## config.mk

```make
export PLATFORM = sky130hd
export DESIGN_NAME = jc_slot_sched
export DESIGN_NICKNAME = d
export VERILOG_FILES = /design/src/rtl/jc_slot_sched.sv
export SDC_FILE = /design/constraint.sdc
export NUM_CORES = 1
export LEC_CHECK = 0
export ABC_AREA = 1
export ABC_CLOCK_PERIOD_IN_PS = 1800
export CORE_UTILIZATION = 45
export CTS_CLUSTER_DIAMETER = 100
export DETAILED_ROUTE_END_ITERATION = 16
export PLACE_DENSITY_LB_ADDON = 0.12
export SKIP_LAST_GASP = 1
export SLEW_MARGIN = 0
export SYNTH_ARGS = -nofsm -noshare
export SYNTH_HDL_FRONTEND = slang
export SYNTH_SLANG_ARGS = --single-unit
```

## constraint.sdc

```tcl
create_clock -name i_clk -period 1.8 [get_ports i_clk]
set_clock_uncertainty 0.2 [all_clocks]
set_input_delay 0.36 -clock i_clk [delete_from_list [all_inputs] [get_ports i_clk]]
set_output_delay 0.36 -clock i_clk [all_outputs]
set_load 0.02 [all_outputs]
```

## src/rtl/jc_slot_sched.sv

```systemverilog
// Frame-based round-robin slot scheduler. A Johnson phase counter defines frames;
// grants change only on frame boundaries, with a per-grant frame budget.
module jc_slot_sched #(
  parameter int WIDTH      = 4,
  parameter int NREQ       = 4,
  parameter int MAX_FRAMES = 2
) (
  input  logic             i_clk,
  input  logic             i_arstn,
  input  logic             i_en,
  input  logic [NREQ-1:0]  i_req,
  input  logic [NREQ-1:0]  i_rel,
  output logic [NREQ-1:0]  o_gnt,
  output logic [WIDTH-1:0] o_phase,
  output logic             o_frame,
  output logic             o_busy
);
  localparam int CW = (MAX_FRAMES > 1) ? $clog2(MAX_FRAMES) : 1;
  localparam int PW = (NREQ > 1) ? $clog2(NREQ) : 1;
  localparam logic [WIDTH-1:0] LAST_PH = {1'b1, {(WIDTH-1){1'b0}}};
  localparam logic [CW-1:0]    LAST_FR = CW'(MAX_FRAMES - 1);

  typedef enum logic {S_IDLE, S_GRANT} state_t;

  state_t           r_state, w_nxt_state;
  logic [WIDTH-1:0] r_phase;
  logic             r_frame;
  logic [NREQ-1:0]  r_gnt, w_nxt_gnt;
  logic [PW-1:0]    r_ptr, w_nxt_ptr, w_win;
  logic [CW-1:0]    r_fcnt, w_nxt_fcnt;
  logic             w_win_vld, w_hold_req, w_hold_rel;

  always_ff @(posedge i_clk or negedge i_arstn) begin
    if (!i_arstn) begin
      r_phase <= '0;
      r_frame <= 1'b0;
    end else begin
      if (i_en) r_phase <= {r_phase[WIDTH-2:0], ~r_phase[WIDTH-1]};
      r_frame <= i_en && (r_phase == LAST_PH);
    end
  end

  // Round-robin scan starting just after the last winner.
  always_comb begin
    w_win_vld = 1'b0;
    w_win     = '0;
    for (int i = 1; i <= NREQ; i++) begin
      if (!w_win_vld && i_req[(int'(r_ptr) + i) % NREQ]) begin
        w_win_vld = 1'b1;
        w_win     = PW'((int'(r_ptr) + i) % NREQ);
      end
    end
  end

  // Only the holder's own bits matter; masking with the grant ignores the rest.
  assign w_hold_req = |(i_req & r_gnt);
  assign w_hold_rel = |(i_rel & r_gnt);

  always_comb begin
    w_nxt_state = r_state;
    w_nxt_gnt   = r_gnt;
    w_nxt_ptr   = r_ptr;
    w_nxt_fcnt  = r_fcnt;
    case (r_state)
      S_IDLE: begin
        w_nxt_gnt = '0;
        if (r_frame && w_win_vld) begin
          w_nxt_gnt   = NREQ'(1) << w_win;
          w_nxt_ptr   = w_win;
          w_nxt_fcnt  = '0;
          w_nxt_state = S_GRANT;
        end
      end
      S_GRANT: begin
        if (w_hold_rel || !w_hold_req) begin
          w_nxt_gnt   = '0;
          w_nxt_state = S_IDLE;
        end else if (r_frame && (r_fcnt == LAST_FR)) begin
          w_nxt_gnt   = '0;
          w_nxt_state = S_IDLE;
        end else if (r_frame) begin
          w_nxt_fcnt = r_fcnt + CW'(1);
        end
      end
      default: begin
        w_nxt_gnt   = '0;
        w_nxt_state = S_IDLE;
      end
    endcase
  end

  always_ff @(posedge i_clk or negedge i_arstn) begin
    if (!i_arstn) begin
      r_state <= S_IDLE;
      r_gnt   <= '0;
      r_ptr   <= PW'(NREQ - 1);
      r_fcnt  <= '0;
    end else begin
      r_state <= w_nxt_state;
      r_gnt   <= w_nxt_gnt;
      r_ptr   <= w_nxt_ptr;
      r_fcnt  <= w_nxt_fcnt;
    end
  end

  assign o_gnt   = r_gnt;
  assign o_phase = r_phase;
  assign o_frame = r_frame;
  assign o_busy  = |r_gnt;
endmodule

```

==> results.toml, run 1 <==
[critical_path]
crit_buf_inv = 2
endpoint = "o_gnt[2]$_DFFE_PN0P_"
cp_cell_sequence = "buf_6, nand2_4, nand2_4, inv_1, nand2_1, nand2_2, nand3b_1, nand2_1, nor2_2, nand2_1, nand2_1"
worstPathArrival_ns = 1.86
crit_cells = 11
r2r-start = "r_ptr[0]$_DFFE_PN1P_"
cp-startpoint = "r_ptr[0]$_DFFE_PN1P_"
cpMostUsedCell = "nand2_1"
start_kind = "flop"
path_max_fanout = 5
endpoint_kind = "flop"
max_stage_delay_ns = 0.63
critical-path-slowest-cell = "dfstp_2"
reg2reg_depth = 11
r2r_end = "o_gnt[2]$_DFFE_PN0P_"
cpLargestDelayFamily = "simple AND/OR/NAND/NOR gates"
rrSetupSlack_ns = -0.09
cp.required_ns = 1.76
crit_type = "flop to flop"

[placement]
portBuffers = 20
gp_congestion = 0.789
post-place-ws_ns = -0.350
dp.cells = 185
hpwl_um = 1700

[sta]
period_minus_slack_ns = 1.89
slew_headroom_pct = 81.2
hold_slack_ns = 0.182
grt_setup_unrepaired = "yes"
final_hold_viol_count = 0
tightest_slew_ns = 0.279
max_clock_freq_ghz = 0.528
fin_setup_tns_ns = -0.561
finalMaxSlewViolations = 0
fin_ws_ns = -0.0946
setup_violations = 8
post-route-period-util_pct = 105

[detailed_routing]
wl_per_cell_um = 11.8
route.vias.total = 975
drt_first_pass_iters = 4
drt-vias-per-instance = 5.05
drt.antenna.violating_nets = 0
drt_iter0_drc = 23
wl_um = 2270
drc = 0

[run]
cap_violations = 0

[grt]
gr-total-overflow = 0
grt_max_degree = 14
grt_pass1_wl_um = 3970
grt_pass1_vias = 923
grt_antenna_before_repair = 0
grt_use_total_pct = 21.3

[power_and_ir_drop]
irDropWorstVdd_mv = 0.753
total_power_w = 0.00210
cellLeakagePower_nw = 0.750
power_density_nw_per_um2 = 1460

[floorplanning]
core_area_um2 = 2000
die_h_um = 48.7
die_w_um = 48.7
die-area_um2 = 2370
ios = 21
rows = 16
initial_core_util_pct = 48.9

[cts]
cts-buffers-inserted = 3
clock_sinks = 13
cts_tree = "done"
clk_pin_slew_ns = 0.08
clock_latency_ns = 0.27
ctsHoldBuffers = 0
cts_root_buf = "clkbuf_4"
cts_buffer_depth = 2
h-tree-depth = 1

[synthesis]
syn_area_um2 = 980
synth_warnings = 0
yosysUniqueCellTypes = 27
yosysSeqAreaShare_pct = 33.5
syn_avg_cell_area_um2 = 7.78
syn_inst = 126
synth-seq-cells = 13
syn-num-nets = 137

[layout]
drive_gt1_share_pct = 39.8
layout_common_cells = "nand2_1, buf_4, nand2_4"
fin_nets = 178
num_antenna_cells = 0
layout_commonest_cell = "nand2_1"
areaGrowthSynthToFinish_pct = 47.1
fin_cells = 193

[worst_hold_path]
worstHoldPathType = "input port to asynchronous set/reset pin"

[outcome]
violations = "negative setup slack"
status = "complete, but fails checks"
layer usage:
| layer | global-route usage, % | vias up | share of wire, % |
|---|---|---|---|
| li1 | - | 496 | - |
| met1 | 28.5 | 457 | 46 |
| met2 | 35.6 | 18 | 49 |
| met3 | 2.83 | 4 | 3.1 |
| met4 | 6.37 | 0 | 1.5 |
| met5 | 0 | - | 0 |
sequential cells by signal, indices dropped and copies added (netlist names):
signal,flops
r_fcnt,1
r_ptr,2
r_state,1
o_gnt,4
o_phase,4
o_frame,1
final cells by class:
| cell class | count | area, µm² |
|---|---|---|
| multi-input cells | 97 | 653 |
| fillers | 153 | 561 |
| inverters | 13 | 56.3 |
| flip-flops and latches | 13 | 329 |
| repair buffers | 39 | 342 |
| clock buffers | 3 | 22.5 |
| clock inverters | 1 | 5.00 |
| well taps | 27 | 33.8 |
worst min-delay path by stage:
stage | slack (ns) | depth (start not counted) | endpoint
after floorplan | -0.14 | 0 | o_frame$_DFF_PN0_
after global placement | 0.27 | 1 | r_fcnt$_DFFE_PN0P_
after detailed placement | 0.26 | 1 | r_fcnt$_DFFE_PN0P_
after CTS | 0.18 | 2 | o_frame$_DFF_PN0_
after global routing | 0.18 | 2 | o_frame$_DFF_PN0_
final | 0.18 | 2 | o_frame$_DFF_PN0_
logic make-up after synthesis:
kind of cell / share of synthesized area, %
AND/OR/NAND/NOR: 49.9
buffers and inverters: 9.20
flip-flops: 33.5
AO/OA/AOI/OAI: 7.41
power breakdown:
part           internal (W)  leakage [nW]  total [W]  switching [W]
logic              0.000612         0.567    0.00150       0.000887
clock network     0.0000821        0.0177   0.000172      0.0000901
registers          0.000357         0.165   0.000427      0.0000701
total               0.00105         0.750    0.00210        0.00105
through the flow:
| step | utilization (%) | instance area (µm²) |
|---|---|---|
| finish | 72.0 | 1440 |
| global route | 72.0 | 1440 |
| CTS | 69.8 | 1400 |
| detailed placement | 64.4 | 1290 |
| global placement | 64.4 | 1290 |
| floorplan | - | 982 |
cells in the mapped netlist:
cell type | count | area share (%)
a211oi_1 | 1 | 0.77
a22o_1 | 1 | 0.89
a31oi_1 | 1 | 0.64
buf_12 | 1 | 2.0
buf_4 | 1 | 0.77
buf_6 | 1 | 1.1
dfrtp_1 | 11 | 28
dfstp_2 | 2 | 5.4
inv_1 | 9 | 3.4
inv_2 | 3 | 1.1
inv_4 | 1 | 0.64
nand2_1 | 42 | 16
nand2_2 | 5 | 3.2
nand2_4 | 11 | 13
nand3_1 | 9 | 4.6
nand3_2 | 1 | 1.0
nand3b_1 | 2 | 1.5
nand4_1 | 7 | 4.5
nor2_1 | 4 | 1.5
nor2_2 | 3 | 1.9
nor2_8 | 1 | 2.0
nor4b_1 | 1 | 0.89
o2111ai_1 | 1 | 0.89
o21a_1 | 1 | 0.77
o21ai_0 | 2 | 1.0
o21ai_1 | 3 | 1.5
o21ai_2 | 1 | 0.89
timing repair:
item	CTS	global route
endpoints found under the hold margin	0	0
setup buffers	2	2
gates resized for setup	30	9
pin swaps	7	11
setup endpoints to repair	18	9
Note: power is estimated with default switching activity, not from simulation.
==> run 2, diff against run 1 <==
--- a/config.mk
+++ b/config.mk
@@ -5,9 +5,9 @@
 export SDC_FILE = /design/constraint.sdc
 export NUM_CORES = 1
 export LEC_CHECK = 0
-export ABC_AREA = 1
+export ABC_AREA = 0
 export ABC_CLOCK_PERIOD_IN_PS = 1800
-export CORE_UTILIZATION = 45
+export CORE_UTILIZATION = 39
 export CTS_CLUSTER_DIAMETER = 100
 export DETAILED_ROUTE_END_ITERATION = 16
 export PLACE_DENSITY_LB_ADDON = 0.12
==> run 2 against run 1 <==
Effect of this change: the run still ends with negative setup slack left; combinational power down 71%; die area fell by 21%; critical path depth fell by 9; non-clock buffer count is 7 lower; routed wire length decreased by 32%; highest routed layer unchanged.
==> results.toml, run 2 <==
[run]
cap_violations = 0

[critical_path]
r2r_end = "o_gnt[3]$_DFFE_PN0P_"
r2r-start = "o_gnt[0]$_DFFE_PN0P_"
critical-path-slowest-cell = "or4_1"
cp.required_ns = 1.24
cpLargestDelayFamily = "simple AND/OR/NAND/NOR gates"
worstPathArrival_ns = 1.34
rrSetupSlack_ns = -0.02
reg2reg_depth = 5
path_max_fanout = 2
max_stage_delay_ns = 0.50
crit_type = "flop to primary output"
crit_buf_inv = 1
cp_cell_sequence = "or4_1, buf_2"
endpoint_kind = "primary output"
start_kind = "flop"

[detailed_routing]
drt_first_pass_iters = 4
wl_um = 1550
wl_per_cell_um = 14.5
drt.antenna.violating_nets = 0
drt_iter0_drc = 5
drc = 0
route.vias.total = 601
drt-vias-per-instance = 5.62

[floorplanning]
rows = 14
die-area_um2 = 1870
die_w_um = 43.2
die_h_um = 43.2
initial_core_util_pct = 42.9
ios = 21
core_area_um2 = 1540

[synthesis]
synth_most_common_cell = "dfrtp_1"
ys_async_sr_fraction_pct = 100
synthTopCellsByCount = "dfrtp_1, inv_1, mux2_2, nand2_1"
yosysSeqAreaShare_pct = 49.5
synth_ff_type = "dfrtp_1"
synthAdderAreaFrac_pct = 0
synth.area.top_cells = "dfrtp_1, dfstp_2, mux2_2"
synth_compound_area_share_pct = 19.5
syn-num-nets = 66
syn_avg_cell_area_um2 = 12.0
synth-seq-cells = 13
yosys.area.top_type = "dfrtp_1"
synth_edf_count = 0
synth-xor-area-share_pct = 0
muxShareOfSynthArea_pct = 10.4
syn_area_um2 = 662
synth_warnings = 0
yosys.area.top_type_share_pct = 41.6
synth-simple-area-share_pct = 18.9
syn_inst = 55
yosysUniqueCellTypes = 31
synth_top_family_by_area = "compound AO/OA/AOI/OAI gates"

[sta]
final_hold_viol_count = 0
tightest_slew_ns = 0.326
fin_ws_ns = -0.0956
period_minus_slack_ns = 1.90
finalMaxSlewViolations = 0
max_clock_freq_ghz = 0.528
setup_violations = 2
slew_headroom_pct = 78.1
grt_setup_unrepaired = "yes"
post-route-period-util_pct = 105

[placement]
dpl_cell_area_um2 = 965
post-place-ws_ns = -0.329
portBuffers = 20
hpwl_um = 1180
gp_congestion = 0.762

[grt]
grt_pass1_wl_um = 2710
grt_antenna_before_repair = 0
grt_use_total_pct = 20.1
grt_max_degree = 14
grt_pass1_vias = 644
gr-total-overflow = 0

[worst_hold_path]
worstHoldPathType = "input port to asynchronous set/reset pin"

[outcome]
violations = "negative setup slack"
status = "complete, but fails checks"

[layout]
fin_nets = 103
areaGrowthSynthToFinish_pct = 51.4
finish.utilization_pct = 65.0
num_antenna_cells = 0
stdcell_area_um2 = 1000
layout_common_cells = "dlygate4sd2_1, buf_4, dfrtp_1"
drive_gt1_share_pct = 30.8

[cts]
cts_root_buf = "clkbuf_4"
h-tree-depth = 1
cts-buffers-inserted = 3
clock_latency_ns = 0.27
clk_pin_slew_ns = 0.08
ctsHoldBuffers = 0
cts_tree = "done"
cts_buffer_depth = 2
clock_sinks = 13

[power_and_ir_drop]
power_density_nw_per_um2 = 1090
cellLeakagePower_nw = 0.484
irDropWorstVdd_mv = 0.666
## run 2: what timing repair did
action | CTS | global route
buffers inserted | 1 | 0
pin swaps | 1 | 2
gates cloned | 0 | 0
endpoints found under the setup margin | 16 | 8
resized for setup | 17 | 3
## run 2: cell families (layout without fill, tap and decap cells)
| kind of cell | Yosys count | after routing |
|---|---|---|
| compound gates | 15 | 15 |
| buf+inv | 3 | 39 |
| flops | 13 | 13 |
| simple gates | 18 | 18 |
| mux | 6 | 6 |
## run 2: worst register-to-register path, stage by stage (launching register included)
cell and delay, ns:
dfrtp_1 0.39, buf_4 0.15, a222oi_1 0.32, nand3_1 0.22
a211oi_4 0.28, a22o_1 0.20
## run 2: worst max-delay path by stage
stage                               from                   end  slack [ns]  cells past startpoint
global placement                i_req[2]  o_gnt[3]$_DFFE_PN0P_       -0.35                      6
finish              o_gnt[0]$_DFFE_PN0P_                o_busy        -0.1                      2
detailed placement              i_req[0]  r_ptr[0]$_DFFE_PN1P_       -0.33                      4
floorplan           o_gnt[2]$_DFFE_PN0P_  o_gnt[3]$_DFFE_PN0P_         0.1                      4
global route        o_gnt[0]$_DFFE_PN0P_                o_busy       -0.16                      2
CTS                 o_gnt[0]$_DFFE_PN0P_                o_busy       -0.10                      2
## run 2: cell type report
type	count	area, µm²
fill	137	539
clock buffer	4	26.3
sequential	13	328
timing repair buffer	32	273
inverter	3	11.3
multi-input combinational	39	344
tap	16	20.0
## run 2: through the flow
stage	power [W]	hold slack [ns]	cells	setup TNS [ns]
global route	0.00115	0.220	107	-0.851
CTS	0.00110	0.181	107	-0.144
detailed placement	0.000949	0.317	102	-2.45
finish	0.00109	0.179	107	-0.117
floorplan	0.000709	-0.136	55	0
global placement	0.000939	0.310	102	-2.47
## run 2: metal layers
| metal | global-route usage (%) | vias to the layer above | wire [µm] |
|---|---|---|---|
| li1 | - | 287 | - |
| met1 | 21.1 | 291 | 645 |
| met2 | 37.0 | 21 | 801 |
| met3 | 4.68 | 2 | 87 |
| met4 | 9.09 | 0 | 16 |
| met5 | 0 | - | 0 |
## run 2: power by group
group          switching (W)  internal [W]  leakage, nW
Combinational       0.000208      0.000228        0.304
Sequential         0.0000889      0.000389        0.165
Clock              0.0000922     0.0000859       0.0150
==> run 3, diff against run 2 <==
--- a/config.mk
+++ b/config.mk
@@ -7,6 +7,7 @@
 export LEC_CHECK = 0
 export ABC_AREA = 0
 export ABC_CLOCK_PERIOD_IN_PS = 1800
+export CAP_MARGIN = 10
 export CORE_UTILIZATION = 39
 export CTS_CLUSTER_DIAMETER = 100
 export DETAILED_ROUTE_END_ITERATION = 16
==> results of run 3 <==
Same layout as run 2: the final DEF is identical, and so are final timing and power.
==> patch 1, RTL diff (settings of run 3) <==
`MAX_FRAMES`: 2 -> 4.
--- a/src/rtl/jc_slot_sched.sv
+++ b/src/rtl/jc_slot_sched.sv
@@ -4,5 +4,5 @@
   parameter int WIDTH      = 4,
   parameter int NREQ       = 4,
-  parameter int MAX_FRAMES = 2
+  parameter int MAX_FRAMES = 4
 ) (
   input  logic             i_clk,
Check against the original RTL: same outputs for any inputs over 10 cycles, from zero or initial values and one cycle with i_arstn low; that may be too few to reach the edited logic, so the function may still have changed.
==> patch 1 against run 3 <==
Die area grew 10%; largest cell class unchanged; setup slack got worse by 4.6 ps; sequential cell count up 1; largest power group unchanged; critical path type unchanged; combinational power increased by 8.3%; the run still ends with negative setup slack left; wire length increased by 9.1%; sequential power increased by 8.6%; maximum frequency is 0.24% lower; cell area up 9.2%; synthesized area rose by 11%; total power rose by 11%.
==> patch 1: results <==
group,metric,value,unit
placement,placedCellCount,124,
grt,grt_pass1_wl,2.84,mm
timing,tns,-100,ps
grt,grt_use_total,0.198,
logic_synthesis,syn_inst,68,
placement,routabilityCongestion,0.843,
logic_synthesis,synth_cell_types,34,
timing,setup_viol,1,
timing,relSlewSlack,0.662,
power_and_ir_drop,vdd_drop_max,0.815,mV
logic_synthesis,synthTopCellsByCount,"dfrtp_1, nand2_1, a22o_1, nor2_1",
detailed_routing,drtIter0Drc,8,
detailed_routing,drt-vias-per-instance,5.27,
detailed_routing,routed_wl,1.69,mm
run_status,status,"finished, violations left",
grt,grt_pass1_vias,661,
placement,dp_hpwl,1.32,mm
power_and_ir_drop,cellLeakagePower,0.539,nW
grt,grt_max_degree,15,
logic_synthesis,synthesis.nets,80,
setup_path,slowest_delay,530,ps
clocking,cts_buffer_depth,2,
final_layout,fillers,159,
logic_synthesis,synth_area_leaders,"dfrtp_1, dfstp_2, a22o_1",
placement,placedInstanceArea,0.00105,mm2
detailed_routing,wl_per_cell,13.2,um
setup_path,cp_slowest_cell,"or4_4",
timing,finalWorstSetupSlack,-100,ps
final_layout,drive_above_1_share,0.272,
logic_synthesis,yosysSeqAreaShare,0.482,
run_status,violations,"negative setup slack",
final_layout,regArea,353,um2
clocking,cts.clk_slew.worst_paths,80,ps
-- patch 1: critical path: cells and delay by family (launching register included) --
kind / cells / cell delay [ps]
flops: 1 / 380
simple gates: 1 / 530
buf+inv: 1 / 150
-- patch 1: final cells by class --
type / count / area share
clock buffers: 4 / 0.0331
inverters: 2 / 0.00686
multi-input cells: 52 / 0.357
flip-flops and latches: 14 / 0.322
well taps: 25 / 0.0286
repair buffers: 31 / 0.253
-- patch 1: path summary, 6_finish.rpt --
kind	startpoint	end	cells past startpoint	slack [ps]
hold / removal	i_arstn	r_state	2	180
min in group i_clk	r_ptr[0]	r_ptr[0]	2	290
max in group asynchronous	i_arstn	r_ptr[0]	2	980
setup / recovery	o_gnt[1]	o_busy	2	-100
hold reg to reg	r_ptr[0]	r_ptr[0]	2	290
setup reg to reg	o_gnt[1]	r_fcnt[0]	6	90
-- patch 1: cell families after synthesis --
family | synth area share
AND/OR/NAND/NOR | 0.227
adder cells (fa/ha/maj) | 0.0171
flip-flops | 0.482
buffers and inverters | 0.0103
multiplexers | 0.0598
AO/OA/AOI/OAI | 0.203
-- patch 1: report_power, final --
group,internal (mW),switching [mW]
sequential,0.426,0.0924
clock,0.123,0.0978
combinational,0.237,0.235
total,0.786,0.425
-- patch 1: metrics by stage --
stage          setup WS [ps]  total power, mW
6_report                -100             1.21
5_1_grt                 -136             1.30
4_1_cts                 -128             1.20
3_5_place_dp            -356             1.01
3_3_place_gp            -314             1.00
2_1_floorplan            121            0.769
-- patch 1: layer usage --
layer  vias up  global-route usage  routed length [um]
met5         -                   0                   0
met4         0              0.0545                  12
met3         2              0.0720                  86
met2        15               0.304                 805
met1       327               0.264                 786
li1        330                   -                   -
-- patch 1: repair_timing --
action / 4_1_cts / 5_1_grt
setup buffers: 0 / 0
resized for setup: 14 / 8
setup endpoints to repair: 15 / 9
==> patch 2, RTL diff (flow settings as in run 3) <==
Made on the original files. Reset style: synchronous (`i_arstn`), changed in 2 clocked blocks.
--- a/src/rtl/jc_slot_sched.sv
+++ b/src/rtl/jc_slot_sched.sv
@@ -31,5 +31,5 @@
   logic             w_win_vld, w_hold_req, w_hold_rel;
 
-  always_ff @(posedge i_clk or negedge i_arstn) begin
+  always_ff @(posedge i_clk) begin
     if (!i_arstn) begin
       r_phase <= '0;
@@ -90,5 +90,5 @@
   end
 
-  always_ff @(posedge i_clk or negedge i_arstn) begin
+  always_ff @(posedge i_clk) begin
     if (!i_arstn) begin
       r_state <= S_IDLE;
Formal check against the unedited RTL: differs if i_arstn is asserted again (counterexample within 4 cycles, from zero or initial values and one cycle with i_arstn low); with i_arstn held inactive, the same outputs for 10 cycles.
==> patch 2 against run 3 <==
The run still ends with negative setup slack left; synthesized cell count is 24% higher; cell area rose by 3.0%; wire length up 7.6%; critical path depth unchanged; sequential cell count unchanged; setup slack improved by 65 ps; count of clock-buffer cells in the layout unchanged; non-clock buffer count rose by 3; critical path type unchanged; register-to-register slack better by 100 ps; die area stayed put; largest cell class unchanged; synthesized area is the same.
Power is not compared: it rests on default switching activity, and its combinational part moved more than twofold at a synthesized area within 25%.
==> patch 2: results <==
group,metric,value,unit
logic_synthesis,synth_area_leaders,"dfxtp_1, mux2i_1, nand2_1",
placement,dp_hpwl,1.22,mm
placement,place_ws,-358,ps
logic_synthesis,synthTopCellsByCount,"dfxtp_1, nand2_1, mux2i_1, nor2b_1, nor2_1",
detailed_routing,drt-vias-per-instance,5.41,
setup_path,reg2reg_to,"o_gnt[0]",
logic_synthesis,yosysTopAreaCellShare,0.393,
setup_path,crit_path_start,"o_gnt[2]",
grt,grt_max_degree,8,
timing,relSlewSlack,0.764,
timing,whs,288,ps
detailed_routing,drtIter0Drc,12,
final_layout,drive_above_1_share,0.324,
timing,tns,-30.9,ps
run_status,violations,"negative setup slack",
timing,setup_viol,1,
logic_synthesis,synth_flop_cell,"dfxtp_1",
logic_synthesis,synth_cell_types,37,
timing,finalWorstSetupSlack,-30.9,ps
detailed_routing,routed_wl,1.67,mm
setup_path,r2r_cells,7,
placement,routabilityCongestion,0.786,
grt,grt_pass1_wl,2.77,mm
run_status,status,"finished, violations left",
grt,grt_use_total,0.200,
## patch 2: layout make-up
cell class,instances,area [um2]
Fill cell,140,509
Multi-Input combinational cell,53,410
Timing Repair Buffer,35,312
Sequential cell,13,264
Clock buffer,4,26.3
Tap cell,16,20.0
## patch 2: cell families after synthesis
kind of cell,Yosys count,synth area share
and+or+nand+nor,33,0.318
AOI/OAI and AO/OA,16,0.212
DFF,13,0.393
muxes,4,0.0605
buffers and inverters,2,0.0170
## patch 2: per-layer routing
layer	track usage	part of all wire	routed length, um	vias up
met1	0.269	0.49	809	297
met2	0.299	0.42	696	25
met4	0.0727	0.011	18	0
met3	0.0638	0.086	144	2
li1	-	-	-	331
met5	0	0	0	-
## patch 2: worst min-delay path by stage
stage               endpoint
floorplan             r_fcnt
global placement     o_frame
detailed placement   o_frame
CTS                  o_frame
global route         o_frame
finish               o_frame
## patch 2: what timing repair did
item                                    CTS  global route
pin swaps                                 0             3
endpoints found under the hold margin     0             0
gates resized for setup                  17            13
setup buffers                             0             1
endpoints found under the setup margin   13             5
## patch 2: power by group through the flow
stage,Sequential (mW),Combinational [mW],Clock (mW)
final,0.295,0.0740,0.182
after global routing,0.296,0.0799,0.203
after CTS,0.295,0.0728,0.192
after detailed placement,0.302,0.0778,0
after global placement,0.302,0.0777,0
after floorplan,0.306,0.0248,0
## patch 2: stage by stage
stage                     std cells  area [um2]  utilization  power (mW)
final                           121        1030        0.670       0.551
after floorplan                  68         662            -       0.331
after global routing            121        1030        0.670       0.578
after detailed placement        116         976        0.633       0.379
after global placement          116         976        0.633       0.379
after CTS                       120         981        0.636       0.559
## patch 2: critical path, stage by stage, from the launching register on
cell and delay [ps]:
dfxtp_2 330, or4_4 520, buf_6 140
